$ cat src/rtl/reg_bus_pkg.sv
// -----------------------------------------------------------------------------
// reg_bus_pkg
// Shared types and defaults for the register-bus sequencing controller.
//   rbm_state_e  : controller states (idle, write strobe, read strobe, response)
//   RBM_NREG_DEF : default number of registers on the bus
//   RBM_W_DEF    : default data width
// -----------------------------------------------------------------------------
package reg_bus_pkg;

   typedef enum logic [1:0] {
      RBM_IDLE  = 2'd0,
      RBM_WRITE = 2'd1,
      RBM_READ  = 2'd2,
      RBM_RESP  = 2'd3
   } rbm_state_e;

   localparam int RBM_NREG_DEF = 8;
   localparam int RBM_W_DEF    = 16;

endpackage

$ cat src/rtl/reg_bus_master_onehot_dec.sv
// -----------------------------------------------------------------------------
// onehot_dec
// Address to one-hot decoder with a global enable.
//   addr   in  AW   : register index
//   en     in  1    : when low, every output bit is 0
//   onehot out NREG : bit [addr] set when en is high
// -----------------------------------------------------------------------------
module onehot_dec #(
   parameter int NREG = 8,
   parameter int AW   = $clog2(NREG)
) (
   input  logic [AW-1:0]   addr,
   input  logic            en,
   output logic [NREG-1:0] onehot
);

   always_comb begin
      onehot = '0;
      if (en) begin
         onehot[addr] = 1'b1;
      end
   end

endmodule

$ cat src/rtl/reg_bus_master.sv
// -----------------------------------------------------------------------------
// reg_bus_master
// Sequencer for a bank of tri-state registers: accepts one request per
// handshake (optional write + dual read), drives the load/oe strobes and the
// din bus, samples DA/DB and returns both operands over a valid/ready channel.
//
// Ports
//   clk, reset (async, active low)
//   req_valid/req_ready, req_we, req_wa, req_wd, req_ra, req_rb : request
//   rsp_valid/rsp_ready, rsp_da, rsp_db                          : response
//   load, oeA, oeB (one-hot, NREG), din (W)                      : register bus
//   DA, DB (W)                                                   : read buses
//
// Configuration macro
//   RBM_ZERO_REG_EN : register 0 reads as zero and ignores writes; no strobe
//                     is raised for address 0, timing is unchanged.
// -----------------------------------------------------------------------------
module reg_bus_master
   import reg_bus_pkg::*;
#(
   parameter int NREG = RBM_NREG_DEF,
   parameter int W    = RBM_W_DEF,
   parameter int AW   = $clog2(NREG)
) (
   input  logic            clk,
   input  logic            reset,
   input  logic            req_valid,
   output logic            req_ready,
   input  logic            req_we,
   input  logic [AW-1:0]   req_wa,
   input  logic [W-1:0]    req_wd,
   input  logic [AW-1:0]   req_ra,
   input  logic [AW-1:0]   req_rb,
   output logic            rsp_valid,
   input  logic            rsp_ready,
   output logic [W-1:0]    rsp_da,
   output logic [W-1:0]    rsp_db,
   output logic [NREG-1:0] load,
   output logic [NREG-1:0] oeA,
   output logic [NREG-1:0] oeB,
   output logic [W-1:0]    din,
   input  logic [W-1:0]    DA,
   input  logic [W-1:0]    DB
);

   rbm_state_e    state_q,  state_d;
   logic [AW-1:0] wa_q,     wa_d;
   logic [W-1:0]  wd_q,     wd_d;
   logic [AW-1:0] ra_q,     ra_d;
   logic [AW-1:0] rb_q,     rb_d;
   logic [W-1:0]  rsp_da_q, rsp_da_d;
   logic [W-1:0]  rsp_db_q, rsp_db_d;

   logic          in_write;
   logic          in_read;
   logic          load_en;
   logic          oea_en;
   logic          oeb_en;
   logic [W-1:0]  cap_a;
   logic [W-1:0]  cap_b;

   assign in_write = (state_q == RBM_WRITE);
   assign in_read  = (state_q == RBM_READ);

   // Strobes come only from registered state and latched fields, so an
   // asynchronous reset (state -> IDLE) clears them immediately.
`ifdef RBM_ZERO_REG_EN
   assign load_en = in_write && (wa_q != '0);
   assign oea_en  = in_read  && (ra_q != '0);
   assign oeb_en  = in_read  && (rb_q != '0);
   assign cap_a   = (ra_q == '0) ? '0 : DA;
   assign cap_b   = (rb_q == '0) ? '0 : DB;
`else
   assign load_en = in_write;
   assign oea_en  = in_read;
   assign oeb_en  = in_read;
   assign cap_a   = DA;
   assign cap_b   = DB;
`endif

   onehot_dec #(.NREG(NREG), .AW(AW)) u_dec_load (
      .addr   (wa_q),
      .en     (load_en),
      .onehot (load)
   );

   onehot_dec #(.NREG(NREG), .AW(AW)) u_dec_oea (
      .addr   (ra_q),
      .en     (oea_en),
      .onehot (oeA)
   );

   onehot_dec #(.NREG(NREG), .AW(AW)) u_dec_oeb (
      .addr   (rb_q),
      .en     (oeb_en),
      .onehot (oeB)
   );

   assign din       = in_write ? wd_q : '0;
   assign req_ready = (state_q == RBM_IDLE);
   assign rsp_valid = (state_q == RBM_RESP);
   assign rsp_da    = rsp_da_q;
   assign rsp_db    = rsp_db_q;

   always_comb begin
      state_d  = state_q;
      wa_d     = wa_q;
      wd_d     = wd_q;
      ra_d     = ra_q;
      rb_d     = rb_q;
      rsp_da_d = rsp_da_q;
      rsp_db_d = rsp_db_q;
      case (state_q)
         RBM_IDLE: begin
            if (req_valid) begin
               wa_d    = req_wa;
               wd_d    = req_wd;
               ra_d    = req_ra;
               rb_d    = req_rb;
               state_d = req_we ? RBM_WRITE : RBM_READ;
            end
         end
         RBM_WRITE: begin
            state_d = RBM_READ;
         end
         RBM_READ: begin
            // Capture at the edge that closes the oe cycle; a preceding write
            // has already landed, so read-after-write returns the new data.
            rsp_da_d = cap_a;
            rsp_db_d = cap_b;
            state_d  = RBM_RESP;
         end
         RBM_RESP: begin
            if (rsp_ready) begin
               state_d = RBM_IDLE;
            end
         end
         default: begin
            state_d = RBM_IDLE;
         end
      endcase
   end

   always_ff @(posedge clk or negedge reset) begin
      if (!reset) begin
         state_q  <= RBM_IDLE;
         wa_q     <= '0;
         wd_q     <= '0;
         ra_q     <= '0;
         rb_q     <= '0;
         rsp_da_q <= '0;
         rsp_db_q <= '0;
      end else begin
         state_q  <= state_d;
         wa_q     <= wa_d;
         wd_q     <= wd_d;
         ra_q     <= ra_d;
         rb_q     <= rb_d;
         rsp_da_q <= rsp_da_d;
         rsp_db_q <= rsp_db_d;
      end
   end

endmodule

$ cat config.mk
export PLATFORM = sky130hd
export DESIGN_NAME = reg_bus_master
export DESIGN_NICKNAME = d
export VERILOG_FILES = /design/src/rtl/reg_bus_pkg.sv /design/src/rtl/reg_bus_master_onehot_dec.sv /design/src/rtl/reg_bus_master.sv
export SDC_FILE = /design/constraint.sdc
export NUM_CORES = 1
export LEC_CHECK = 0
export BUFFER_PORTS_ARGS = -buffer_cell sky130_fd_sc_hd__clkbuf_2
export CORE_AREA = 2 2 81 83
export DETAILED_ROUTE_END_ITERATION = 8
export DIE_AREA = 0 0 83 85
export GPL_TIMING_DRIVEN = 1
export PLACE_DENSITY = 0.78
export REMOVE_ABC_BUFFERS = 1
export SLEW_MARGIN = 20
export SYNTH_ARGS = -nofsm -noshare
export SYNTH_HDL_FRONTEND = slang
export SYNTH_HIERARCHICAL = 1
export SYNTH_SLANG_ARGS = --single-unit
$ cat constraint.sdc
create_clock -name clk -period 1.9 [get_ports clk]
set_input_delay 0.57 -clock clk [delete_from_list [all_inputs] [get_ports clk]]
set_output_delay 0.57 -clock clk [all_outputs]
set_load 0.02 [all_outputs]
# Word level (Yosys, flattened, before mapping)

Index checks and enable logic that the tools add are counted.

Register bits: 59
Bits in latches: 0
Memory bits (writable): 0
Bits in read-only memories: 0
Bits of input ports: 62
Output and inout bits: 74
Word-level logic and storage cells: 38
Memories: 0

$add $sub $neg: 0
Multiply operators: 0
Div/mod/pow operators: 0
$lt $le $gt $ge: 6
Equal/unequal tests: 5
Shifts and indexed selects: 0
Muxes and demuxes: 14
Bitwise gates (word level): 0
Reduce and logical (&&, ||, !) cells: 6

Operators with widths:

| operator                                                   | count |
|---|---|
| 2-to-1 mux 8 bit                                           | 3 |
| 2-to-1 mux 16 bit                                          | 1 |
| less-than comparator 3 x 4 -> 1 bit, second input constant | 3 |
| demux 1 bit (select 3 bit)                                 | 3 |
| >= comparator 3 x 1 -> 1 bit, second input constant        | 3 |
| one-hot mux 2 bit (4 select lines)                         | 1 |
| 2-to-1 mux 2 bit                                           | 3 |
| equality test 2 bit, second input constant                 | 2 |
| AND reduction 2 bit                                        | 2 |
| logical AND 1 bit                                          | 3 |
| 2-to-1 mux 1 bit                                           | 3 |
| equality test 2 x 1 -> 1 bit, second input constant        | 1 |
| zero test 2 bit                                            | 1 |
| inequality test 2 x 1 -> 1 bit, second input constant      | 1 |
| inequality test 2 bit, second input constant               | 1 |

# Logic depth before layout (Yosys ltp)

Gate-level depths: netlist of the first run.

Word-level depth: 5
Gate-level depth with buffers: 6
Depth with buffers taken out: 5

# Cells and area by module

Netlist of the first run, hierarchy kept.

By module, submodules not included:

| module         | times used | cells an instance | area an instance (sq um) | sequential area each (sq um) |
|---|---|---|---|---|
| reg_bus_master | 1          | 155               | 2476.1                   | 1476.4 |
| onehot_dec     | 3          | 8                 | 95.1                     | 0.0 |

# Least setup slack after synthesis of the first run

Ideal clock, no wire load.

Kind: register to output
Start: reg state_q[0]
End: out oeA[0]
Arrival time: 1.294 ns
Required time: 1.330 ns
Setup slack: 0.036 ns
Stages on the path, launching flop included: 4
Buffers on the path: 0
Path through: dfrtp_1 inv_1 ha_1 nor4b_2

Cells in the longest elaborated chain, start to end: 2

RTL lines:

| item                   | line                            | RTL |
|---|---|---|
| start, declared        | reg_bus_master.sv:46            | `rbm_state_e state_q, state_d;` |
| start signal, assigned | reg_bus_master.sv:154           | `state_q <= state_d;` |
| equality test 2 bit    | reg_bus_master.sv:63            | `assign in_read = (state_q == RBM_READ);` |
| net in_read            | reg_bus_master.sv:55            | `logic in_read;` |
| 2-to-1 mux 8 bit       | reg_bus_master_onehot_dec.sv:19 | `if (en) begin` |
| end, declared          | reg_bus_master.sv:39            | `output logic [NREG-1:0] oeA,` |

The timed path passes the listed nets, and every way through them passes these cells.

# Worst setup path in the final report of the first run

Start: reg state_q[0]
End: out oeA[1]

Same word-level chain as after synthesis.

==> results of run 1 <==
final timing paths:
check	start	end	slack [ns]
max	state_q[0]$_DFFE_PN0P_	oeA[1]	-0.18
max in group asynchronous	reset	state_q[1]$_DFFE_PN0P_	1.32
min in group clk	req_wa[1]	wa_q[1]$_DFFE_PN0P_	0.47
max reg2reg	state_q[1]$_DFFE_PN0P_	wd_q[7]$_DFFE_PN0P_	0.24
min reg2reg	rsp_da[4]$_DFFE_PN0P_	rsp_da[4]$_DFFE_PN0P_	0.51
min	reset	rsp_da[11]$_DFFE_PN0P_	0.25
stage by stage:
| step | cells | setup TNS, ns | instance area, sq um | power, W |
|---|---|---|---|---|
| 2_1_floorplan | 172 | -15.11 | 2720 | 0.00459 |
| 3_3_place_gp | 390 | 0 | 3550 | 0.00560 |
| 3_5_place_dp | 390 | 0 | 3550 | 0.00571 |
| 4_1_cts | 412 | -6.23 | 4190 | 0.00745 |
| 5_1_grt | 414 | -6.95 | 4250 | 0.00797 |
| 6_report | 414 | -4.50 | 4250 | 0.00753 |
flip-flops by register name, summed over array words and instances (netlist names):
register / count
wa_q: 3
rsp_db: 16
wd_q: 16
rsp_da: 16
ra_q: 3
rb_q: 3
state_q: 2
power by group:
group	internal, W	switching [W]	leakage [nW]	total, W
Clock	0.000640	0.000492	0.102	0.00113
Sequential	0.00191	0.000563	0.693	0.00248
Combinational	0.00215	0.00177	1.33	0.00392
Total	0.00470	0.00283	2.13	0.00753
critical path, stage by stage, from the launching register on:
cell                       delay, ns
sky130_fd_sc_hd__dfrtp_1        0.40
sky130_fd_sc_hd__inv_2          0.08
sky130_fd_sc_hd__ha_4           0.18
sky130_fd_sc_hd__buf_12         0.13
sky130_fd_sc_hd__and4bb_1       0.23
sky130_fd_sc_hd__clkbuf_8       0.16
layer usage:
metal | wire length (um) | vias up | global-route usage | share of wire
li1 | - | 968 | - | -
met1 | 2750 | 946 | 0.221 | 0.42
met2 | 3190 | 101 | 0.309 | 0.49
met3 | 459 | 10 | 0.0535 | 0.071
met4 | 106 | 0 | 0.0641 | 0.016
met5 | 0 | - | 0 | 0
kinds of logic after synthesis:
group	after synthesis	share of synthesized area
flops	59	0.535
mux	60	0.271
compound gates	2	0.00408
buf+inv	11	0.0222
simple gates	42	0.146
fa+ha+maj	5	0.0227
repair_timing:
item / 4_1_cts / 5_1_grt
pin swaps: 1 / 2
buffers inserted: 5 / 3
gates resized for setup: 86 / 21
endpoints found under the setup margin: 41 / 41
cloned: 1 / 0
final cells by class:
class	instances	area share
Clock buffer	10	0.0324
Inverter	4	0.00412
Tap cell	77	0.0227
Multi-Input combinational cell	109	0.308
Timing Repair Buffer	149	0.270
Sequential cell	59	0.348
Clock inverter	6	0.0153
cells in the final DEF, fill, tap and decap left out, types with 2 or more instances in the layout:
master	instances
sky130_fd_sc_hd__and4_2	2
sky130_fd_sc_hd__clkbuf_2	94
sky130_fd_sc_hd__mux2_2	37
sky130_fd_sc_hd__dfrtp_1	58
sky130_fd_sc_hd__mux2i_1	3
sky130_fd_sc_hd__buf_8	6
sky130_fd_sc_hd__clkinv_2	2
sky130_fd_sc_hd__buf_4	16
sky130_fd_sc_hd__and4bb_1	6
sky130_fd_sc_hd__and4b_2	6
sky130_fd_sc_hd__clkinv_4	2
sky130_fd_sc_hd__mux2_4	20
sky130_fd_sc_hd__and2_1	13
sky130_fd_sc_hd__and4bb_2	3
sky130_fd_sc_hd__inv_1	2
sky130_fd_sc_hd__clkbuf_8	39
sky130_fd_sc_hd__and4b_1	3
sky130_fd_sc_hd__and2_4	3
sky130_fd_sc_hd__nor4b_4	3
sky130_fd_sc_hd__ha_4	4
==> results.py, run 1 <==
metrics = {
    "sta": {
        "fin_crit_sh": 1.09,
        "rsz0062_at_grt": "true",
        "timing.final.setup_violations": 40,
        "achievable-frequency_ghz": 0.481,
        "timing.clock.skew_ns": 0.00684,
        "timing.final.hold_violations": 0,
        "max_slew.worst_pin.slew_ns": 0.444,
        "whs_ns": 0.250,
        "final_period_minus_worst_setup_slack_ns": 2.08,
        "worst_slack_ns": -0.180,
        "slew_violations": 0,
        "timing.max_slew.rel_slack": 0.704,
    },
    "power_and_ir_drop": {
        "ir_drop_v": 0.00108,
        "power.static_leakage_nw": 2.13,
        "power_density_nw_per_um2": 1770,
    },
    "placement": {
        "finalWeightedCongestion": 0.756,
        "dp.final_hpwl_mm": 4.39,
        "dpl_worst_slack_ns": 0.0166,
        "port_buffers": 135,
    },
    "critical_path": {
        "timing.setup.critical_path_class": "flip-flop to primary output",
        "setup.worst_path.end_class": "primary output",
        "arrival_ns": 1.51,
        "worst-path-max-fanout": 12,
        "worstPathRequired_ns": 1.33,
        "worstSetupStartpointType": "flip-flop",
        "ff2ff_path_depth": 5,
    },
    "cells_and_area": {
        "seq_area_sq_um": 1480,
        "multi_input_area_sq_um": 1310,
        "area_delta_synth_final_pct": 53.9,
        "antenna_cells": 0,
        "final_layout_size_suffix_gt1_frac": 0.736,
        "final_util": 0.685,
        "fin_nets": 399,
        "filler_cell_count": 433,
    },
    "synth": {
        "count_of_flip_flops_with_a_built_in_enable_after_synthesis": 0,
        "synthesis.area_per_instance_sq_um": 15.4,
        "synth_seq_area_share": 0.535,
        "ys_seq_elements": 59,
        "synth_warnings": 6,
        "post_synth_num_cell_types": 20,
        "ys_top_cells_by_count": "sky130_fd_sc_hd__dfrtp_1, sky130_fd_sc_hd__mux2_2, sky130_fd_sc_hd__mux2_4",
        "synthDominantCellAreaShare": 0.535,
        "ys_dominant_reg_cell": "sky130_fd_sc_hd__dfrtp_1",
        "synthesis.instances": 179,
        "post_synth_main_area_contributors": "sky130_fd_sc_hd__dfrtp_1, sky130_fd_sc_hd__mux2_2, sky130_fd_sc_hd__mux2_4, sky130_fd_sc_hd__and2_1, sky130_fd_sc_hd__and4bb_1",
        "yosysTopAreaCell": "sky130_fd_sc_hd__dfrtp_1",
        "synth-async-reset-ratio": 1.00,
        "post_synthesis_instance_area_sq_um": 2760,
        "yosysMostFrequentCell": "sky130_fd_sc_hd__dfrtp_1",
    },
    "run_status": {
        "violations": "negative setup slack",
        "outcome": "complete, but fails checks",
    },
    "global_route": {
        "number_of_antenna_violations_at_the_first_check_in_global_routing": 0,
        "global_route.overflow_total": 0,
        "first_global_vias": 2059,
        "grt_pass1_wl_mm": 10.2,
        "global_route.usage.total": 0.181,
        "grt_start_max_net_pins": 32,
    },
    "drt": {
        "initialDrtViolationCount": 60,
        "avgViaCountPerCell": 4.89,
        "routed_wire_length_per_instance_um": 15.7,
        "detailroute.via_count": 2025,
        "drtAntennaViolNets": 0,
        "drc": 0,
        "dr.pass1.iters": 3,
        "postRouteWirelength_mm": 6.50,
    },
    "cts": {
        "clockRootBuffer": "sky130_fd_sc_hd__clkbuf_8",
        "cts-buffers-inserted": 9,
        "htree_levels": 3,
        "clk_latency_ns": 0.32,
        "cts.sinks": 59,
        "clk_pin_slew_ns": 0.07,
        "clk_path_buf_depth": 2,
        "hold_buffers": 0,
        "tritoncts": "yes",
    },
    "floorplanning": {
        "num_io_pins": 136,
        "coreArea_sq_um": 6200,
        "die_x_extent_um": 83,
        "fp.dieArea_sq_um": 7060,
        "start_util": 0.445,
        "dieHeight_um": 85,
        "rows": 29,
    },
    "worst_hold_path": {
        "worst_hold_class": "input pin to async pin",
    },
    "run": {
        "timing.max_cap.violations": 0,
    },
}
(Power assumes the default switching activity.)
==> inputs of run 2 (changes only) <==
--- a/config.mk
+++ b/config.mk
@@ -6,9 +6,9 @@
 export NUM_CORES = 1
 export LEC_CHECK = 0
 export BUFFER_PORTS_ARGS = -buffer_cell sky130_fd_sc_hd__clkbuf_2
-export CORE_AREA = 2 2 81 83
+export CORE_AREA = 2 2 67 100
 export DETAILED_ROUTE_END_ITERATION = 8
-export DIE_AREA = 0 0 83 85
+export DIE_AREA = 0 0 69 102
 export GPL_TIMING_DRIVEN = 1
 export PLACE_DENSITY = 0.78
 export REMOVE_ABC_BUFFERS = 1
==> run 2 against run 1 <==
Net effect:
- the run still ends with negative setup slack left
- clock power decreased by 7%
- critical path depth unchanged
- via count decreased by 0.64%
- maximum frequency increased by 0.96%
- total power decreased by 3.0%
- worst setup slack improved by 0.020 ns
- final cell count decreased by 1.2%
- routed wire length decreased by 6.8%
- die area decreased by 0.24%
- design area decreased by 1.2%
- largest power group unchanged
- highest routed layer unchanged
==> results.py, run 2 (same netlist as run 1, synthesis figures left out) <==
metrics = {
    "cells_and_area": {
        "mostFrequentLayoutCell": "sky130_fd_sc_hd__clkbuf_2",
        "fin_nets": 398,
        "most-common-layout-cells": "sky130_fd_sc_hd__clkbuf_2, sky130_fd_sc_hd__dfrtp_1, sky130_fd_sc_hd__clkbuf_8",
        "area_delta_synth_final_pct": 52.1,
        "final_layout_size_suffix_gt1_frac": 0.725,
        "antenna_cells": 0,
    },
    "run_status": {
        "outcome": "complete, but fails checks",
        "violations": "negative setup slack",
    },
    "placement": {
        "dpl_worst_slack_ns": 0.0186,
        "finalWeightedCongestion": 0.758,
        "port_buffers": 135,
        "dp.final_hpwl_mm": 4.10,
    },
    "cts": {
        "clk_pin_slew_ns": 0.07,
        "cts.sinks": 59,
        "clk_latency_ns": 0.33,
        "cts-buffers-inserted": 9,
        "htree_levels": 3,
        "clk_path_buf_depth": 2,
        "tritoncts": "yes",
        "clockRootBuffer": "sky130_fd_sc_hd__clkbuf_8",
    },
    "power_and_ir_drop": {
        "power.static_leakage_nw": 2.11,
        "total_power_w": 0.00730,
        "power_density_nw_per_um2": 1740,
        "ir_drop_v": 0.000929,
    },
    "global_route": {
        "global_route.overflow_total": 0,
        "first_global_vias": 2097,
        "number_of_antenna_violations_at_the_first_check_in_global_routing": 0,
        "grt_start_max_net_pins": 60,
        "global_route.usage.total": 0.173,
        "grt_pass1_wl_mm": 9.63,
    },
    "sta": {
        "achievable-frequency_ghz": 0.485,
        "timing.final.setup_violations": 41,
        "timing.final.hold_violations": 0,
        "max_slew.worst_pin.slew_ns": 0.444,
        "worst_slack_ns": -0.160,
        "final_period_minus_worst_setup_slack_ns": 2.06,
        "timing.max_slew.rel_slack": 0.704,
        "timing.clock.skew_ns": 0.00807,
        "slew_violations": 0,
        "fin_crit_sh": 1.08,
        "rsz0062_at_grt": "true",
    },
    "drt": {
        "routed_wire_length_per_instance_um": 14.8,
        "avgViaCountPerCell": 4.92,
        "drtAntennaViolNets": 0,
        "drc": 0,
        "dr.pass1.iters": 4,
        "initialDrtViolationCount": 55,
        "detailroute.via_count": 2012,
        "postRouteWirelength_mm": 6.06,
    },
    "critical_path": {
        "worst-path-max-fanout": 13,
        "timing.critical_path.from": "state_q[0]$_DFFE_PN0P_",
        "worstSetupStartpointType": "flip-flop",
        "setup.worst_path.end_class": "primary output",
        "worstPathRequired_ns": 1.33,
        "ff2ff_path_depth": 6,
        "arrival_ns": 1.49,
        "timing.setup.critical_path_class": "flip-flop to primary output",
        "rr_endpoint": "rsp_db[2]$_DFFE_PN0P_",
        "worst-r2r-setup-slack_ns": 0.20,
        "critical_path.reg2reg.startpoint": "state_q[0]$_DFFE_PN0P_",
    },
    "run": {
        "timing.max_cap.violations": 0,
    },
    "floorplanning": {
        "die_x_extent_um": 69,
        "coreArea_sq_um": 6130,
        "dieHeight_um": 102,
        "start_util": 0.450,
        "fp.dieArea_sq_um": 7040,
        "num_io_pins": 136,
        "rows": 35,
    },
    "worst_hold_path": {
        "worst_hold_class": "input pin to async pin",
    },
}
[run 2: metrics by stage]
step,TNS (ns),utilization,instance area (sq um),instances,hold slack [ns]
4_1_cts,-6.09,0.679,4160,406,0.238
3_5_place_dp,0,0.580,3560,387,0.488
5_1_grt,-7.36,0.685,4200,409,0.258
3_3_place_gp,0,0.580,3560,387,0.486
6_report,-4.55,0.685,4200,409,0.239
2_1_floorplan,-15.11,-,2720,172,0.274
[run 2: timing repair]
action,CTS,global route
buffers inserted,4,3
endpoints found under the setup margin,41,41
hold buffers,0,0
gates cloned,0,0
pin swaps,1,0
gates resized for setup,89,14
[run 2: power breakdown]
part	internal [W]	switching [W]
clock network	0.000588	0.000459
logic	0.00209	0.00174
registers	0.00192	0.000514
[run 2: how the worst max path moves through the flow]
stage          endpoint  slack, ns
6_report         oeB[0]      -0.16
5_1_grt          oeB[0]      -0.26
4_1_cts          oeA[0]      -0.20
3_5_place_dp     din[7]       0.02
3_3_place_gp     oeB[0]       0.03
2_1_floorplan    oeA[0]      -0.79
[run 2: worst max-delay path, cell delays in order, from the launching register on]
cell and delay (ns):
sky130_fd_sc_hd__dfrtp_1 0.40, sky130_fd_sc_hd__inv_2 0.09, sky130_fd_sc_hd__ha_4 0.18, sky130_fd_sc_hd__buf_12 0.13, sky130_fd_sc_hd__nor4b_4 0.19, sky130_fd_sc_hd__buf_4 0.18
[run 2: area by class of cell]
class	instances	area, sq um
fill	453	1930
sequential	59	1480
multi-input combinational	109	1290
timing repair buffer	148	1140
clock buffer	9	124
tap	74	92.6
clock inverter	6	57.6
inverter	4	15.0
[run 2: routing by layer]
metal / track usage / vias to the layer above / share of wire / wire, um
li1: - / 955 / - / -
met1: 0.193 / 959 / 0.37 / 2210
met2: 0.306 / 86 / 0.55 / 3310
met3: 0.0434 / 12 / 0.070 / 423
met4: 0.0860 / 0 / 0.019 / 117
met5: 0 / - / 0 / 0
==> inputs of run 3 (changes only) <==
--- a/config.mk
+++ b/config.mk
@@ -6,11 +6,11 @@
 export NUM_CORES = 1
 export LEC_CHECK = 0
 export BUFFER_PORTS_ARGS = -buffer_cell sky130_fd_sc_hd__clkbuf_2
-export CORE_AREA = 2 2 67 100
+export CORE_AREA = 2 2 65 97
 export DETAILED_ROUTE_END_ITERATION = 8
-export DIE_AREA = 0 0 69 102
+export DIE_AREA = 0 0 67 99
 export GPL_TIMING_DRIVEN = 1
-export PLACE_DENSITY = 0.78
+export PLACE_DENSITY = 0.83
 export REMOVE_ABC_BUFFERS = 1
 export SLEW_MARGIN = 20
 export SYNTH_ARGS = -nofsm -noshare
==> constraint.sdc (replaced) <==
create_clock -name clk -period 2.6 [get_ports clk]
set_input_delay 0.78 -clock clk [delete_from_list [all_inputs] [get_ports clk]]
set_output_delay 0.78 -clock clk [all_outputs]
set_load 0.02 [all_outputs]
==> run 3 against run 2 <==
Net effect:
- sequential power is 28% lower
- die area is 5.8% lower
- largest cell class unchanged
- critical endpoint is now oeA[0]
- total power is 33% lower
- via count is 1.4% lower
- worst setup slack better by 0.31 ns
- flip-flop and latch count stayed put
- final cell count is 2.7% lower
- the run now ends clean
- register-to-register slack better by 0.68 ns
- critical path depth is 1 lower
- global-route usage is 0.88 points higher
- routed wire length is 7.4% lower
- clock skew is 0.0025 ns lower
==> results.py, run 3 (same netlist as run 1, synthesis figures left out) <==
metrics = {
    "run_status": {
        "outcome": "finished clean",
    },
    "cts": {
        "cts.sinks": 59,
        "htree_levels": 3,
        "clockRootBuffer": "sky130_fd_sc_hd__clkbuf_8",
        "tritoncts": "yes",
        "clk_path_buf_depth": 2,
        "clk_pin_slew_ns": 0.07,
        "cts-buffers-inserted": 9,
        "clk_latency_ns": 0.32,
    },
    "power_and_ir_drop": {
        "power.static_leakage_nw": 1.96,
        "switchingPower_w": 0.00187,
        "pwr-share-seq": 0.361,
        "sw_frac_of_total": 0.383,
        "total_power_w": 0.00489,
        "power_density_nw_per_um2": 1310,
        "share_clk_of_total_power": 0.164,
        "intPower_w": 0.00301,
        "ir_drop_v": 0.000598,
        "comb_power_share": 0.475,
    },
    "sta": {
        "fin_crit_sh": 0.943,
        "slew_violations": 0,
        "timing.max_slew.rel_slack": 0.599,
        "timing.final.setup_violations": 0,
        "achievable-frequency_ghz": 0.408,
        "final_period_minus_worst_setup_slack_ns": 2.45,
        "max_slew.worst_pin.slew_ns": 0.602,
        "rsz0062_at_grt": "false",
        "timing.setup.tns_ns": 0,
        "timing.clock.skew_ns": 0.00561,
        "timing.final.hold_violations": 0,
        "worst_slack_ns": 0.149,
    },
    "placement": {
        "finalWeightedCongestion": 0.731,
        "port_buffers": 135,
        "dpl_worst_slack_ns": 0.339,
        "dpl_cell_area_sq_um": 3520,
        "dp.final_hpwl_mm": 4.22,
    },
    "drt": {
        "avgViaCountPerCell": 4.98,
        "detailroute.via_count": 1983,
        "routed_wire_length_per_instance_um": 14.1,
        "drc": 0,
        "dr.pass1.iters": 3,
        "drtAntennaViolNets": 0,
        "initialDrtViolationCount": 81,
        "postRouteWirelength_mm": 5.61,
    },
    "global_route": {
        "first_global_vias": 2066,
        "grt_start_max_net_pins": 38,
        "global_route.usage.total": 0.181,
        "number_of_antenna_violations_at_the_first_check_in_global_routing": 0,
        "grt_pass1_wl_mm": 9.14,
        "global_route.overflow_total": 0,
    },
    "critical_path": {
        "worstPathRequired_ns": 1.82,
        "arrival_ns": 1.67,
        "worst-path-max-fanout": 22,
        "timing.setup.critical_path_class": "flip-flop to primary output",
        "setup.worst_path.end_class": "primary output",
        "timing.critical_path.from": "state_q[0]$_DFFE_PN0P_",
        "critical_path.reg2reg.startpoint": "state_q[0]$_DFFE_PN0P_",
        "worstSetupStartpointType": "flip-flop",
    },
    "cells_and_area": {
        "area_of_all_placed_cells_without_fillers_sq_um": 3720,
        "fin_nets": 388,
        "final_layout_size_suffix_gt1_frac": 0.699,
        "mostFrequentLayoutCell": "sky130_fd_sc_hd__clkbuf_2",
        "filler_cell_count": 467,
        "antenna_cells": 0,
        "most-common-layout-cells": "sky130_fd_sc_hd__clkbuf_2, sky130_fd_sc_hd__dfrtp_1, sky130_fd_sc_hd__mux2_2",
        "final_util": 0.644,
        "area_delta_synth_final_pct": 34.9,
    },
    "floorplanning": {
        "start_util": 0.477,
        "die_x_extent_um": 67,
        "num_io_pins": 136,
        "coreArea_sq_um": 5790,
        "rows": 34,
        "dieHeight_um": 99,
        "fp.dieArea_sq_um": 6630,
    },
    "run": {
        "timing.max_cap.violations": 0,
    },
    "worst_hold_path": {
        "worst_hold_class": "input pin to async pin",
    },
}
-- run 3: cell types whose count changed in the layout (fill, tap and decap cells not counted), sizes merged --
cell and change:
buf -21, clkbuf +13, clkinv -1
-- run 3: power groups by stage --
stage,clock [W],combinational (W),sequential (W)
6_report,0.000800,0.00232,0.00176
5_1_grt,0.000867,0.00251,0.00185
4_1_cts,0.000824,0.00235,0.00177
3_5_place_dp,0,0.00234,0.00178
3_3_place_gp,0,0.00228,0.00175
2_1_floorplan,0,0.00135,0.00200
-- run 3: per-layer routing --
metal,vias to the layer above,wire [um],track usage
met5,-,0,0
met4,0,90,0.0848
met3,9,375,0.0342
met2,88,2830,0.306
met1,946,2310,0.218
li1,940,-,-
-- run 3: final timing paths --
path / endpoint / cells after the start / slack, ns
setup / recovery: oeA[0] / 4 / 0.15
hold reg to reg: wd_q[9]$_DFFE_PN0P_ / 1 / 0.50
min in group clk: wd_q[9]$_DFFE_PN0P_ / 1 / 0.50
hold / removal: rsp_db[6]$_DFFE_PN0P_ / 1 / 0.45
setup reg to reg: wd_q[6]$_DFFE_PN0P_ / 4 / 0.88
max in group asynchronous: ra_q[1]$_DFFE_PN0P_ / 2 / 1.55
-- run 3: layout make-up --
class | count | area (sq um) | area share
clock inverter | 5 | 52.6 | 0.0141
inverter | 4 | 15.0 | 0.00403
clock buffer | 11 | 141 | 0.0380
sequential | 59 | 1480 | 0.396
timing repair buffer | 138 | 711 | 0.191
multi-input combinational | 109 | 1240 | 0.333
tap | 72 | 90.1 | 0.0242
-- run 3: per-stage QoR --
step           std cells  hold WS (ns)
2_1_floorplan        172         0.471
3_3_place_gp         382         0.480
3_5_place_dp         382         0.484
4_1_cts              398         0.458
5_1_grt              398         0.485
6_report             398         0.448
-- run 3: what timing repair did --
action	CTS	global route
gates resized for setup	1	1
endpoints found under the setup margin	1	16
endpoints found under the hold margin	0	0
buffers inserted	0	0
hold buffers	0	0
-- run 3: critical path: stages (launching register included) --
cell and delay (ns):
sky130_fd_sc_hd__dfrtp_1 0.42, sky130_fd_sc_hd__inv_1 0.15, sky130_fd_sc_hd__ha_4 0.31, sky130_fd_sc_hd__nor4b_2 0.26, sky130_fd_sc_hd__clkbuf_2 0.21
